`config.mk`:
```
export PLATFORM = sky130hd
export DESIGN_NAME = c432_key_loader
export DESIGN_NICKNAME = d
export VERILOG_FILES = /design/src/rtl/c432_lock_pkg.sv /design/src/rtl/c432_key_loader.sv
export SDC_FILE = /design/constraint.sdc
export NUM_CORES = 1
export LEC_CHECK = 0
export CAP_MARGIN = 10
export CORE_MARGIN = 2
export CORE_UTILIZATION = 30
export CTS_CLUSTER_DIAMETER = 60
export DETAILED_ROUTE_END_ITERATION = 10
export GPL_TIMING_DRIVEN = 0
export SLEW_MARGIN = 20
export SYNTH_ARGS = -nofsm -noshare
export SYNTH_HDL_FRONTEND = slang
export SYNTH_SLANG_ARGS = --single-unit
```
`constraint.sdc`:
```
create_clock -name clk -period 2.05 [get_ports clk]
set_input_delay 0.3075 -clock clk [delete_from_list [all_inputs] [get_ports clk]]
set_output_delay 0.3075 -clock clk [all_outputs]
set_load 0.005 [all_outputs]
```
`src/rtl/c432_lock_pkg.sv`:
```
// Shared definitions for the c432 key-provisioning path: loader state
// encoding, default key geometry and the frame parity helper.
package c432_lock_pkg;

    localparam int C432_KEY_W     = 10;
    localparam int C432_MAX_FAILS = 3;

    typedef enum logic [2:0] {
        ST_IDLE    = 3'd0,
        ST_SHIFT   = 3'd1,
        ST_PARITY  = 3'd2,
        ST_DONE    = 3'd3,
        ST_LOCKOUT = 3'd4
    } key_ld_state_t;

    // Even parity over the frame: the running XOR of the key bits combined
    // with the parity bit must be zero for a good frame.
    function automatic logic parity_bad(input logic run_par, input logic p);
        return run_par ^ p;
    endfunction

endpackage

```
`src/rtl/c432_key_loader.sv`:
```
// Bit-serial key loader for the locked c432 core: shifts in KEY_W key bits
// plus an even-parity bit, commits the key once, and locks out after repeated failures.
module c432_key_loader
    import c432_lock_pkg::*;
#(
    parameter int KEY_W     = C432_KEY_W,
    parameter int MAX_FAILS = C432_MAX_FAILS
) (
    input  logic             clk,
    input  logic             rst,
    input  logic             start_i,
    input  logic             bit_valid_i,
    input  logic             bit_i,
    output logic             bit_ready_o,
    output logic [KEY_W-1:0] key_o,
    output logic             key_valid_o,
    output logic             busy_o,
    output logic             err_o,
    output logic             locked_o
);

    localparam int               CNT_W    = $clog2(KEY_W + 1);
    localparam logic [CNT_W-1:0] LAST_BIT = CNT_W'(KEY_W - 1);
    localparam logic [3:0]       FAIL_LIM = 4'(MAX_FAILS);

    key_ld_state_t    state_q,  state_d;
    logic [CNT_W-1:0] cnt_q,    cnt_d;
    logic [KEY_W-1:0] shadow_q, shadow_d;
    logic             par_q,    par_d;
    logic [3:0]       fail_q,   fail_d;
    logic [KEY_W-1:0] key_q,    key_d;
    logic             err_q,    err_d;

    // Next-state logic; start_i outranks a same-cycle bit transfer.
    always_comb begin
        state_d  = state_q;
        cnt_d    = cnt_q;
        shadow_d = shadow_q;
        par_d    = par_q;
        fail_d   = fail_q;
        key_d    = key_q;
        err_d    = err_q;
        case (state_q)
            ST_IDLE: begin
                if (start_i) begin
                    state_d  = ST_SHIFT;
                    cnt_d    = {CNT_W{1'b0}};
                    shadow_d = {KEY_W{1'b0}};
                    par_d    = 1'b0;
                    err_d    = 1'b0;
                end else begin
                    state_d = ST_IDLE;
                end
            end
            ST_SHIFT: begin
                if (start_i) begin
                    state_d  = ST_SHIFT;
                    cnt_d    = {CNT_W{1'b0}};
                    shadow_d = {KEY_W{1'b0}};
                    par_d    = 1'b0;
                end else if (bit_valid_i) begin
                    shadow_d = shadow_q | (KEY_W'(bit_i) << cnt_q);
                    par_d    = par_q ^ bit_i;
                    cnt_d    = cnt_q + CNT_W'(1);
                    if (cnt_q == LAST_BIT) begin
                        state_d = ST_PARITY;
                    end else begin
                        state_d = ST_SHIFT;
                    end
                end else begin
                    state_d = ST_SHIFT;
                end
            end
            ST_PARITY: begin
                if (start_i) begin
                    state_d  = ST_SHIFT;
                    cnt_d    = {CNT_W{1'b0}};
                    shadow_d = {KEY_W{1'b0}};
                    par_d    = 1'b0;
                end else if (bit_valid_i) begin
                    cnt_d    = {CNT_W{1'b0}};
                    shadow_d = {KEY_W{1'b0}};
                    par_d    = 1'b0;
                    if (!parity_bad(par_q, bit_i)) begin
                        state_d = ST_DONE;
                        key_d   = shadow_q;
                    end else begin
                        err_d  = 1'b1;
                        fail_d = fail_q + 4'd1;
                        if ((fail_q + 4'd1) == FAIL_LIM) begin
                            state_d = ST_LOCKOUT;
                            key_d   = {KEY_W{1'b0}};
                        end else begin
                            state_d = ST_IDLE;
                        end
                    end
                end else begin
                    state_d = ST_PARITY;
                end
            end
            ST_DONE: begin
                state_d = ST_DONE;
            end
            ST_LOCKOUT: begin
                state_d = ST_LOCKOUT;
                key_d   = {KEY_W{1'b0}};
            end
            default: begin
                state_d = ST_IDLE;
                key_d   = {KEY_W{1'b0}};
            end
        endcase
    end

    // State and datapath registers.
    always_ff @(posedge clk or posedge rst) begin
        if (rst) begin
            state_q  <= ST_IDLE;
            cnt_q    <= {CNT_W{1'b0}};
            shadow_q <= {KEY_W{1'b0}};
            par_q    <= 1'b0;
            fail_q   <= 4'd0;
            key_q    <= {KEY_W{1'b0}};
            err_q    <= 1'b0;
        end else begin
            state_q  <= state_d;
            cnt_q    <= cnt_d;
            shadow_q <= shadow_d;
            par_q    <= par_d;
            fail_q   <= fail_d;
            key_q    <= key_d;
            err_q    <= err_d;
        end
    end

    assign bit_ready_o = (state_q == ST_SHIFT) || (state_q == ST_PARITY);
    assign busy_o      = (state_q == ST_SHIFT) || (state_q == ST_PARITY);
    assign key_valid_o = (state_q == ST_DONE);
    assign locked_o    = (state_q == ST_LOCKOUT);
    assign key_o       = key_q;
    assign err_o       = err_q;

endmodule

```
# ---- After elaboration in Yosys (flattened, before gate mapping)
# Index checks and enable logic that the tools add are counted.
# Widths: inputs -> output; s select.
dict set report op_classes {
  n_bitwise 4
  muxes 36
  eq_ne 13
  addsub 2
  n_reduce_logical 9
  shifts 1
}
# cell n
set ops {}
lappend ops {{$mux 10} 9}
lappend ops {{$pmux 10 s3} 1}
lappend ops {{$mux 4} 5}
lappend ops {{$pmux 10 s2} 1}
lappend ops {{$mux 3} 6}
lappend ops {{$pmux 3 s5} 1}
lappend ops {{$pmux 4 s3} 1}
lappend ops {{$reduce_and 4->1} 3}
lappend ops {{$or 10x10->10} 1}
lappend ops {{$shl 1x4->10} 1}
lappend ops {{$mux 1} 9}
lappend ops {{$ne 3x3->1 const B} 3}
lappend ops {{$add 4x1->4 const B} 2}
lappend ops {{$ne 2x2->1 const B} 4}
lappend ops {{$eq 3x2->1 const B} 2}
lappend ops {{$reduce_and 5->1} 1}
lappend ops {{$eq 4x2->1 const B} 1}
lappend ops {{$eq 4x4->1 const B} 1}
lappend ops {{$eq 3x1->1 const B} 1}
lappend ops {{$eq 3x3->1 const B} 1}
lappend ops {{$logic_not 3->1} 1}
lappend ops {{$pmux 1 s3} 1}
lappend ops {{$reduce_bool 3->1} 1}
lappend ops {{$reduce_or 3->1} 1}
lappend ops {{6 further kinds} 7}
dict set report word_totals {
  ff_bits 33
  out_inout_bits 15
  wordCells 72
}

# ---- Longest topological paths before layout
dict set report depth {
  depth_word 7
  mapped_depth 6
  mapped_depth_nobuf 6
}

# ---- Worst setup path after synthesis
# OpenSTA, ideal clock, no wires.
dict set report synth_path {
  path_type {reg-to-output}
  startpoint {register state_q[2]}
  endpoint {output busy_o}
  path_stages_with_launch 5
  slack_ns 0.572
  t_arrival_ns 1.171
  cell_sequence {dfrtp_1 clkbuf_1 clkbuf_1 nor2_1 buf_4}
}
dict set report synth_between {
  elab_chain_cells 2
  word_cells_on_any_way 3
}
# element line
set synth_rtl {}
lappend synth_rtl {{start, declared} c432_key_loader.sv:26} ;# key_ld_state_t state_q, state_d;
lappend synth_rtl {{start signal, assigned} c432_key_loader.sv:126} ;# state_q <= state_d;
lappend synth_rtl {{$eq 3x1->1 or $eq 3x2->1 (tied branches)} n/a}
lappend synth_rtl {{$logic_or 1x1->1 *} n/a}
lappend synth_rtl {{end, declared} c432_key_loader.sv:17} ;# output logic busy_o,
# Every way passes the cells marked *; elsewhere a longest branch is shown, timed or not.

# ---- Worst setup path after layout
dict set report layout_path {
  startpoint {register state_q[1]}
  endpoint {output busy_o}
}
dict set report layout_between {
  elab_chain_cells 2
  word_cells_on_any_way 3
}
# element line
set layout_rtl {}
lappend layout_rtl {{$eq 3x1->1 or $eq 3x2->1 (tied branches)} c432_key_loader.sv:137} ;# assign busy_o = (state_q == ST_SHIFT) || (state_q == ST_PARITY);
lappend layout_rtl {{$logic_or 1x1->1 *} c432_key_loader.sv:137}
# Marks and branches as above.

==> qor.yml <==
timing:
  fmax_mhz: 516.3
  worst-slew-pin-transition_ps: 704.7
  period_minus_slack_ps: 1937
  period_share: 0.9448
  rsz0062_at_grt: "false"
  fin_skew_ps: 4.870
  setup_violations: 0
  slew_headroom: 0.5295
  finalHoldViolations: 0
  drv_slew: 0
  timing.final.ws_setup_ps: 113.1
  whs_ps: 450.4
placed_design:
  globalplace.congestion: 0.7435
  post-place-ws_ps: -152.3
  hpwl_um: 2468
  place_inst: 251
  portBuffers: 19
grt:
  use_met2: 0.2060
  grt_usage: 0.1265
  grt_max_degree: 34
  grt_busiest_layer: "met2"
  grt_pass1_vias: 1293
  grt-ovfl-total: 0
  use_met3: 0.03068
  met1_usage: 0.1617
  antenna_found_initial: 0
  grt_pass1_wl_um: 6085
floorplan:
  pin_count: 20
  die_x_um: 78.84
  core_area_um2: 5473
  std_cell_rows: 27
  die_area_um2: 6216
  initial_core_util: 0.3070
  dieHeight_um: 78.84
final_layout:
  final_core_util: 0.3843
  n_antenna_cell: 0
  layout.nets: 194
  area_growth_syn_to_layout_pct: 25.17
  fillCellCount: 552
  drive_gt1_frac: 0.1237
  fin_cells: 258
clock_network:
  clk_latency_ps: 290
  ctsHoldBuffers: 0
  clockRootBuffer: "clkbuf_8"
  cts_buffers: 5
  cts_sinks: 33
  clkTransAtPathRegs_ps: 70
  cts_tree: "done"
  cts_max_level: 2
  clockBufferDepth: 2
worst_setup_path:
  timing.rr.start: "state_q[2]$_DFF_PP0_"
  worst_setup_path_end_kind: "output pin"
  start_kind: "flip-flop"
  r2r_setup_slack_ps: 270
  reg2regPathDepth: 6
  crit_buf_inv: 2
  critical_path.max_stage_delay_ps: 480
  path_cells: "xnor2_1, nor2_1, buf_4, clkdlybuf4s50_1"
  critPathKind: "reg2out"
  rr_endpoint: "par_q$_DFFE_PP0P_"
  arrival_ps: 1630
  path_delay_family: "buffers and inverters"
  worstPathRequired_ps: 1740
  crit_slowest_cell: "clkdlybuf4s50_1"
  cp_max_fo: 10
drt:
  drtIter0Drc: 72
  wire_per_inst_um: 13.91
  ant_nets: 0
  vias: 1321
  drc: 0
  firstDrtPassIters: 4
  via_per_inst: 5.120
  drt_wl_total_um: 3588
logic_synthesis:
  synth_cell_type_count: 43
  synthArstFlopShare: 1.000
  synth_top_flop_cell: "dfrtp_1"
  synth_edf_count: 0
  syn_inst: 160
  synth.area.top_cells: "dfrtp_1, a311oi_1, a21oi_1, nand2_1, ha_1"
  synth_top_area_frac: 0.4914
  yosys_warnings: 0
  synth_top_area_cell: "dfrtp_1"
  synthesis.nets: 169
  yosysSeqAreaShare: 0.4914
  synth_common_cells: "dfrtp_1, nand2_1, a21oi_1"
  yosysMostFrequentCell: "dfrtp_1"
  ys_seq_elements: 33
  syn_area_um2: 1680
  synth_area_per_cell_um2: 10.50
run_status:
  outcome: "finished, final reports clean"
hold_path:
  hold_class: "in2async"
power:
  power_leakage_nw: 0.8767
  power_density_nw_per_um2: 779.9
  peakVddDrop_mv: 0.2446
  power_mw: 1.640
job:
  cap_violations: 0
==> worst reg2reg max path, delay by kind of cell (launching register included) <==
family                 cells  cell delay (ps)
AO/OA/AOI/OAI              4              940
buffers and inverters      2              320
flip-flops                 1              410
==> layout make-up <==
| class | count | area [um2] | area share |
|---|---|---|---|
| clock inverter | 3 | 65.06 | 0.03093 |
| clock buffer | 5 | 68.82 | 0.03272 |
| buffer | 6 | 52.55 | 0.02499 |
| sequential | 33 | 829.5 | 0.3944 |
| multi-input combinational | 113 | 773.2 | 0.3676 |
| timing repair buffer | 21 | 205.2 | 0.09756 |
| inverter | 5 | 18.77 | 0.008923 |
| tap | 72 | 90.09 | 0.04283 |
==> routing by layer <==
layer | vias up | wire length (um) | share of wire
met5 | - | 0 | 0
met4 | 0 | 63 | 0.018
met3 | 6 | 120 | 0.033
met2 | 25 | 1667 | 0.46
met1 | 646 | 1737 | 0.48
li1 | 644 | - | -
==> metrics by stage <==
stage | instance area [um2] | TNS, ps
2_1_floorplan | 1680 | 0
3_5_place_dp | 1961 | -230.0
3_3_place_gp | 1961 | -205.9
5_1_grt | 2103 | 0
6_report | 2103 | 0
4_1_cts | 2111 | 0
==> sequential cells by signal (all words and copies together), names as in the netlist <==
name / count
state_q: 3
fail_q: 4
err_o: 1
shadow_q: 10
par_q: 1
key_o: 10
cnt_q: 4
==> placed cells by master (no fill, tap or decap), types with 2 or more instances in the layout <==
cell type        instances
a21oi_1                 14
xor2_1                   2
o21a_1                   3
and2_1                   3
buf_4                    3
nand2_1                 15
a41oi_1                  2
buf_6                    3
nor3_1                   3
clkdlybuf4s50_1         19
a22o_1                   4
a21o_1                   2
clkbuf_8                 5
bufinv_16                2
nor2_1                  13
dfrtp_1                 30
nor3b_1                  3
a311oi_1                10
a32o_1                   2
o21ai_1                  2
ha_1                     4
xnor2_1                  5
inv_1                    4
a31oi_1                  2
nand3_1                  2
o22ai_1                  2
dfrtp_2                  3
nand3b_1                 3
==> where the power goes <==
part           leakage [nW]  total [mW]  switching, mW  internal (mW)
Clock                0.0681       0.729          0.246          0.483
Sequential            0.440       0.744         0.0554          0.689
Combinational         0.368       0.167         0.0989         0.0679
Total                 0.877        1.64          0.400           1.24
==> logic make-up after synthesis <==
group / synth area share
AO/OA/AOI/OAI: 0.2159
XOR/XNOR: 0.04617
multiplexers: 0.005957
buffers and inverters: 0.04840
flip-flops: 0.4914
AND/OR/NAND/NOR: 0.1623
adder cells (fa/ha/maj): 0.02979
==> timing repair <==
| item | CTS | global route |
|---|---|---|
| endpoints found under the setup margin | 4 | 1 |
| pin swaps | 0 | 1 |
| buffers inserted | 2 | 0 |
| gates resized for setup | 3 | 2 |
==> worst max path at each step <==
stage,cells past startpoint,slack [ps],start,end
final,4,110,state_q[1]$_DFF_PP0_,busy_o
after global routing,4,10,state_q[1]$_DFF_PP0_,busy_o
after CTS,5,70,state_q[1]$_DFF_PP0_,busy_o
after detailed placement,5,-150,state_q[2]$_DFF_PP0_,busy_o
after global placement,5,-150,state_q[2]$_DFF_PP0_,busy_o
after floorplan,4,570,state_q[2]$_DFF_PP0_,busy_o
Note: power is estimated with default switching activity, not from simulation.
